--- config.mk ---
export PLATFORM = sky130hd
export DESIGN_NAME = cmac_tx_gate_flat
export DESIGN_NICKNAME = d
export VERILOG_FILES = /design/src/rtl/cmac_tx_gate_if.sv /design/src/rtl/cmac_tx_gate.sv /design/src/flat_wrapper.sv
export SDC_FILE = /design/constraint.sdc
export NUM_CORES = 1
export LEC_CHECK = 0
export CORE_AREA = 4 4 485 487
export CTS_BUF_LIST = sky130_fd_sc_hd__clkbuf_4 sky130_fd_sc_hd__clkbuf_8
export DETAILED_ROUTE_END_ITERATION = 8
export DIE_AREA = 0 0 489 491
export GPL_TIMING_DRIVEN = 0
export PLACE_DENSITY = 0.3
export SLEW_MARGIN = 20
export SYNTH_ARGS = -nofsm -noshare
export SYNTH_HDL_FRONTEND = slang
export SYNTH_SLANG_ARGS = --single-unit
--- constraint.sdc ---
create_clock -name tx_clk -period 4.5 [get_ports tx_clk]
set_clock_uncertainty 0.15 [all_clocks]
set_input_delay 0.9 -clock tx_clk [delete_from_list [all_inputs] [get_ports tx_clk]]
set_output_delay 0.9 -clock tx_clk [all_outputs]
set_load 0.02 [all_outputs]
--- src/rtl/cmac_tx_gate_if.sv ---
// AXI-Stream bundle used on both sides of the CMAC TX gate.
// The slave view omits tuser because the user stream has no error marking.
interface cmac_tx_gate_if #(
  parameter int unsigned DATA_WIDTH = 512
);
  logic [DATA_WIDTH-1:0]   tdata;
  logic [DATA_WIDTH/8-1:0] tkeep;
  logic                    tlast;
  logic                    tuser;
  logic                    tvalid;
  logic                    tready;

  modport master (output tdata, tkeep, tlast, tuser, tvalid, input tready);
  modport slave  (input tdata, tkeep, tlast, tvalid, output tready);
endinterface

--- src/rtl/cmac_tx_gate.sv ---
// Gates the user TX AXI-Stream into the CMAC on debounced PCS alignment, on packet boundaries.
// Define CMAC_TX_GATE_STATS_EN to build the drop/abort/link-down statistics counters.
module cmac_tx_gate #(
  parameter int unsigned DATA_WIDTH     = 512,
  parameter int unsigned LINK_UP_CYCLES = 1024,
  parameter int unsigned ABORT_TIMEOUT  = 64
) (
  input  logic                  tx_clk,
  input  logic                  tx_reset,
  input  logic                  stat_rx_aligned,
  cmac_tx_gate_if.slave         axis_in,
  cmac_tx_gate_if.master        axis_out,
  output logic                  link_up,
  output logic [31:0]           drop_packets,
  output logic [31:0]           abort_packets,
  output logic [31:0]           link_down_events
);

  localparam int unsigned KeepWidth = DATA_WIDTH / 8;
  localparam int unsigned UpW       = $clog2(LINK_UP_CYCLES + 1);
  localparam int unsigned AbortW    = $clog2(ABORT_TIMEOUT + 1);

  typedef enum logic [1:0] {StDrop, StPass, StAbort} state_e;

  state_e            state_q, state_d;
  logic [3:0]        sync_q;
  logic [UpW-1:0]    up_cnt_q;
  logic [AbortW-1:0] abort_cnt_q, abort_cnt_d;
  logic              in_packet_q;
  logic              in_accept;
  logic              aligned_sync;
  logic              up_done;
  logic              pass_open;

  assign aligned_sync = sync_q[3];
  assign up_done      = (up_cnt_q == UpW'(LINK_UP_CYCLES));
  // No down-debounce: loss of synchronized alignment drops link_up immediately.
  assign link_up      = aligned_sync & up_done;
  assign in_accept    = axis_in.tvalid & axis_in.tready;

  always_comb begin
    state_d         = state_q;
    abort_cnt_d     = '0;
    pass_open       = in_packet_q;
    axis_in.tready  = 1'b0;
    axis_out.tdata  = axis_in.tdata;
    axis_out.tkeep  = axis_in.tkeep;
    axis_out.tlast  = axis_in.tlast;
    axis_out.tuser  = 1'b0;
    axis_out.tvalid = 1'b0;
    unique case (state_q)
      StDrop: begin
        axis_in.tready = 1'b1;
        if (link_up && !in_packet_q && !axis_in.tvalid) state_d = StPass;
      end
      StPass: begin
        axis_in.tready  = axis_out.tready;
        axis_out.tvalid = axis_in.tvalid;
        // A beat accepted this cycle decides whether the packet is still open.
        if (axis_in.tvalid && axis_out.tready) pass_open = ~axis_in.tlast;
        if (!link_up) state_d = pass_open ? StAbort : StDrop;
      end
      StAbort: begin
        axis_out.tdata  = {DATA_WIDTH{1'b0}};
        axis_out.tkeep  = {KeepWidth{1'b1}};
        axis_out.tlast  = 1'b1;
        axis_out.tuser  = 1'b1;
        axis_out.tvalid = 1'b1;
        if (axis_out.tready || abort_cnt_q == AbortW'(ABORT_TIMEOUT - 1)) begin
          state_d = StDrop;
        end else begin
          abort_cnt_d = abort_cnt_q + AbortW'(1);
        end
      end
      default: state_d = StDrop;
    endcase
    if (tx_reset) begin
      axis_in.tready  = 1'b0;
      axis_out.tvalid = 1'b0;
    end
  end

  always_ff @(posedge tx_clk or posedge tx_reset) begin
    if (tx_reset) begin
      state_q     <= StDrop;
      sync_q      <= '0;
      up_cnt_q    <= '0;
      abort_cnt_q <= '0;
      in_packet_q <= 1'b0;
    end else begin
      state_q     <= state_d;
      sync_q      <= {sync_q[2:0], stat_rx_aligned};
      abort_cnt_q <= abort_cnt_d;
      if (!aligned_sync) begin
        up_cnt_q <= '0;
      end else if (!up_done) begin
        up_cnt_q <= up_cnt_q + UpW'(1);
      end
      if (in_accept) in_packet_q <= ~axis_in.tlast;
    end
  end

`ifdef CMAC_TX_GATE_STATS_EN
  logic [31:0] drop_q, abort_q, down_q;
  logic        link_up_prev_q;
  logic        drop_inc, abort_inc, down_inc;

  assign drop_inc  = (state_q == StDrop) & in_accept & axis_in.tlast;
  assign abort_inc = (state_q == StPass) & (state_d == StAbort);
  assign down_inc  = link_up_prev_q & ~link_up;

  always_ff @(posedge tx_clk or posedge tx_reset) begin
    if (tx_reset) begin
      drop_q         <= '0;
      abort_q        <= '0;
      down_q         <= '0;
      link_up_prev_q <= 1'b0;
    end else begin
      link_up_prev_q <= link_up;
      if (drop_inc)  drop_q  <= drop_q + 32'd1;
      if (abort_inc) abort_q <= abort_q + 32'd1;
      if (down_inc)  down_q  <= down_q + 32'd1;
    end
  end

  assign drop_packets     = drop_q;
  assign abort_packets    = abort_q;
  assign link_down_events = down_q;
`else
  assign drop_packets     = 32'd0;
  assign abort_packets    = 32'd0;
  assign link_down_events = 32'd0;
`endif

endmodule
--- src/flat_wrapper.sv ---
// flat-port wrapper written by rule: the top's interface ports become plain ports
module cmac_tx_gate_flat 
#(
  parameter int unsigned DATA_WIDTH     = 512,
  parameter int unsigned LINK_UP_CYCLES = 1024,
  parameter int unsigned ABORT_TIMEOUT  = 64
)
  (tx_clk, tx_reset, stat_rx_aligned, link_up, drop_packets, abort_packets, link_down_events, axis_in_tdata, axis_in_tkeep, axis_in_tlast, axis_in_tvalid, axis_in_tready, axis_out_tdata, axis_out_tkeep, axis_out_tlast, axis_out_tuser, axis_out_tvalid, axis_out_tready);
  cmac_tx_gate_if #(.DATA_WIDTH(DATA_WIDTH)) axis_in_i ();
  cmac_tx_gate_if #(.DATA_WIDTH(DATA_WIDTH)) axis_out_i ();
  input  logic tx_clk;
  input  logic tx_reset;
  input  logic stat_rx_aligned;
  output logic link_up;
  output logic [31:0] drop_packets;
  output logic [31:0] abort_packets;
  output logic [31:0] link_down_events;
  input wire logic [$bits(axis_in_i.tdata)-1:0] axis_in_tdata;
  input wire logic [$bits(axis_in_i.tkeep)-1:0] axis_in_tkeep;
  input wire logic [$bits(axis_in_i.tlast)-1:0] axis_in_tlast;
  input wire logic [$bits(axis_in_i.tvalid)-1:0] axis_in_tvalid;
  output wire logic [$bits(axis_in_i.tready)-1:0] axis_in_tready;
  output wire logic [$bits(axis_out_i.tdata)-1:0] axis_out_tdata;
  output wire logic [$bits(axis_out_i.tkeep)-1:0] axis_out_tkeep;
  output wire logic [$bits(axis_out_i.tlast)-1:0] axis_out_tlast;
  output wire logic [$bits(axis_out_i.tuser)-1:0] axis_out_tuser;
  output wire logic [$bits(axis_out_i.tvalid)-1:0] axis_out_tvalid;
  input wire logic [$bits(axis_out_i.tready)-1:0] axis_out_tready;
  assign axis_in_i.tdata = axis_in_tdata;
  assign axis_in_i.tkeep = axis_in_tkeep;
  assign axis_in_i.tlast = axis_in_tlast;
  assign axis_in_i.tvalid = axis_in_tvalid;
  assign axis_in_tready = axis_in_i.tready;
  assign axis_out_tdata = axis_out_i.tdata;
  assign axis_out_tkeep = axis_out_i.tkeep;
  assign axis_out_tlast = axis_out_i.tlast;
  assign axis_out_tuser = axis_out_i.tuser;
  assign axis_out_tvalid = axis_out_i.tvalid;
  assign axis_out_i.tready = axis_out_tready;
  cmac_tx_gate #(.DATA_WIDTH(DATA_WIDTH), .LINK_UP_CYCLES(LINK_UP_CYCLES), .ABORT_TIMEOUT(ABORT_TIMEOUT)) u_core (.tx_clk(tx_clk), .tx_reset(tx_reset), .stat_rx_aligned(stat_rx_aligned), .axis_in(axis_in_i), .axis_out(axis_out_i), .link_up(link_up), .drop_packets(drop_packets), .abort_packets(abort_packets), .link_down_events(link_down_events));
endmodule
==> results.py <==
metrics = {
    "critical_path": {
        "cp_slowest_stage_delay_ps": 1040,
        "cp_slowest_cell": "clkdlybuf4s50_1",
        "critical_path.top_delay_family": "buffers and inverters",
        "cp_cell_sequence": "inv_1, ha_1, clkbuf_4, clkbuf_2, clkbuf_1, nor2b_1, clkdlybuf4s50_1",
        "endpoint_kind": "output port",
        "crit_fanout": 10,
        "worst-path-buf-inv": 5,
        "worst_ep_arrival_time_ps": 3350,
        "crit_type": "flip-flop to output port",
        "startpoint_type": "flip-flop",
        "crit_required_ps": 3450,
    },
    "floorplanning": {
        "fp.dieW_um": 489,
        "start_util_pct": 2.51,
        "fp.dieH_um": 491,
        "rows": 177,
        "core_um2": 231000,
        "die-area_um2": 240000,
        "num_io_pins": 1259,
    },
    "sta": {
        "rsz0062_at_grt": "true",
        "slew_viol_final": 0,
        "fmax_mhz": 227,
        "max-slew-margin-rel_pct": 33.2,
        "hold_viol_final": 0,
        "finalSetupTns_ps": 0,
        "post-route-period-util_pct": 97.8,
        "worstMarginPinSlew_ps": 993,
        "setup_viol": 0,
        "final.min_clock_period_ps": 4400,
        "fin_worst_hold_slack_ps": 214,
    },
    "route": {
        "post-route-drc-count": 0,
        "drtIter0Drc": 511,
        "drtPass1Iterations": 4,
        "wl_per_cell_um": 36.9,
        "vias": 11800,
        "wl_mm": 191,
        "vias_per_cell": 2.28,
        "drtAntennaViolNets": 0,
    },
    "clock_network": {
        "holdBufCountCts": 0,
        "htreeDepth": 1,
        "clkSinkCount": 25,
        "clkLatencyLatePin_ps": 270,
        "clock_path_buffers": 2,
        "clk_pin_slew_ps": 90,
        "cts-root-buf": "clkbuf_8",
        "cts_tree": "yes",
        "cts_buffers": 3,
    },
    "synth": {
        "netlist.area_leader.share_pct": 55.3,
        "ys_types": 39,
        "synthCells": 858,
        "avgSynthCellArea_um2": 6.76,
        "synth.largest_area_cell": "nor2b_1",
        "ys_ff_latch": 25,
        "synth-edff-count": 0,
        "yosysWarnings": 0,
        "synth_area_leaders": "nor2b_1 55%, buf_4 12%, dfrtp_1 11%",
        "syn_area_um2": 5800,
        "ys_seq_area_share_pct": 10.8,
        "synthArstFlopShare_pct": 100,
        "synth-main-ff-cell": "dfrtp_1",
    },
    "final_layout": {
        "nNetsFinal": 2709,
        "area_delta_synth_final_pct": 275,
        "drive_gt1_share_pct": 9.01,
        "fin_area_um2": 21800,
        "nFillCells": 26900,
        "final_cell_mix": "1127 x clkdlybuf4s50_1, 512 x nor2b_1, 96 x buf_4, 96 x conb_1, 65 x or2_2",
        "final_common_cell": "clkdlybuf4s50_1",
    },
    "global_route": {
        "grt_pass1_vias": 11600,
        "track_usage_pct": 15.2,
        "grt_pass1_wl_mm": 216,
        "grt_start_max_net_pins": 26,
        "grt_overflow": 0,
        "antenna_found_initial": 203,
    },
    "power_and_ir_drop": {
        "ir_worst_vdd_uv": 68.9,
        "p_leak_nw": 7.93,
        "finalPower_mw": 3.89,
        "pwr_density_cell_nw_per_um2": 179,
    },
    "placement": {
        "place.gp.congestion": 0.920,
        "placed_cell_area_um2": 21600,
        "hpwl_mm": 185,
        "port-buffer-count": 1162,
    },
    "min_path": {
        "hp-class": "flip-flop to flip-flop",
    },
    "status": {
        "status": "finished clean",
    },
    "job": {
        "max_cap_violations": 0,
    },
}
synthesized netlist by cell type, types with 6 or more instances:
library cell,count
nor2b_1,513
buf_4,96
clkbuf_1,65
or2_2,65
dfrtp_1,25
nand2_1,10
inv_1,9
nor2_1,8
nand3_1,7
and2_1,6
ha_1,6
xor2_1,6
layout make-up:
class	instances	area [µm²]	area share, %
repair buffers	1163	11700	53.6
multi-input cells	756	4520	20.8
well taps	3043	3810	17.5
plain buffers	162	1000	4.61
flip-flops and latches	25	626	2.88
diodes	21	52.6	0.242
clock buffers	4	48.8	0.224
inverters	10	37.5	0.173
worst reg2reg max path: cells and delay by family (launching register included):
family                   cells  cell delay (ps)
AND/OR/NAND/NOR              1              150
adder cells (fa/ha/maj)      1              190
flip-flops                   1              380
AO/OA/AOI/OAI                3             1440
state kept, by name, indices dropped and copies added (netlist names):
| register | flops |
|---|---|
| u_core.up_cnt_q | 11 |
| u_core.abort_cnt_q | 7 |
| u_core.sync_q | 4 |
| u_core.state_q | 2 |
| u_core.in_packet_q | 1 |
report_power, final:
group	internal, mW	switching, mW
Combinational	1.43	2.07
Sequential	0.231	0.00516
Clock	0.0696	0.0771
Total	1.73	2.16
layer usage:
metal  vias up  track usage (%)  routed length (µm)
met3       303             13.8               38800
met2      1194             22.6               77900
met5         -                0                 354
met1      5352             16.6               71900
met4        52            0.780                2540
li1       4929                -                   -
per-stage QoR:
stage,setup slack (ps),std cells,util (%)
2_1_floorplan,1650,953,-
3_3_place_gp,-2090,5158,9.33
3_5_place_dp,-376,5159,9.34
4_1_cts,2.86,5163,9.36
5_1_grt,-69.8,5167,9.38
6_report,100,5184,9.40
final timing paths:
path                                  startpoint                    end  slack, ps  cells after the start
setup / recovery               u_core.state_q[0]    axis_out_tdata[457]        100                      7
hold / removal                  u_core.sync_q[2]       u_core.sync_q[3]        210                      0
setup reg to reg           u_core.abort_cnt_q[0]      u_core.state_q[1]       2080                      5
hold reg to reg                 u_core.sync_q[2]       u_core.sync_q[3]        210                      0
max in group asynchronous               tx_reset  u_core.abort_cnt_q[2]       2900                      2
min in group asynchronous               tx_reset     u_core.up_cnt_q[9]        920                      2
cell families after synthesis:
group,synth area share (%)
simple gates,66.7
fa+ha+maj,1.29
compound gates,2.05
other cells,0.0646
flops,10.8
buf+inv,17.5
xor+xnor,1.36
mux,0.345
repair_timing:
| item | CTS | global route |
|---|---|---|
| endpoints found under the setup margin | 367 | 24 |
| pin swaps | 0 | 0 |
| setup buffers | 0 | 0 |
| resized for setup | 32 | 25 |
| hold endpoints to repair | 0 | 0 |
Note: power is estimated with default switching activity, not from simulation.
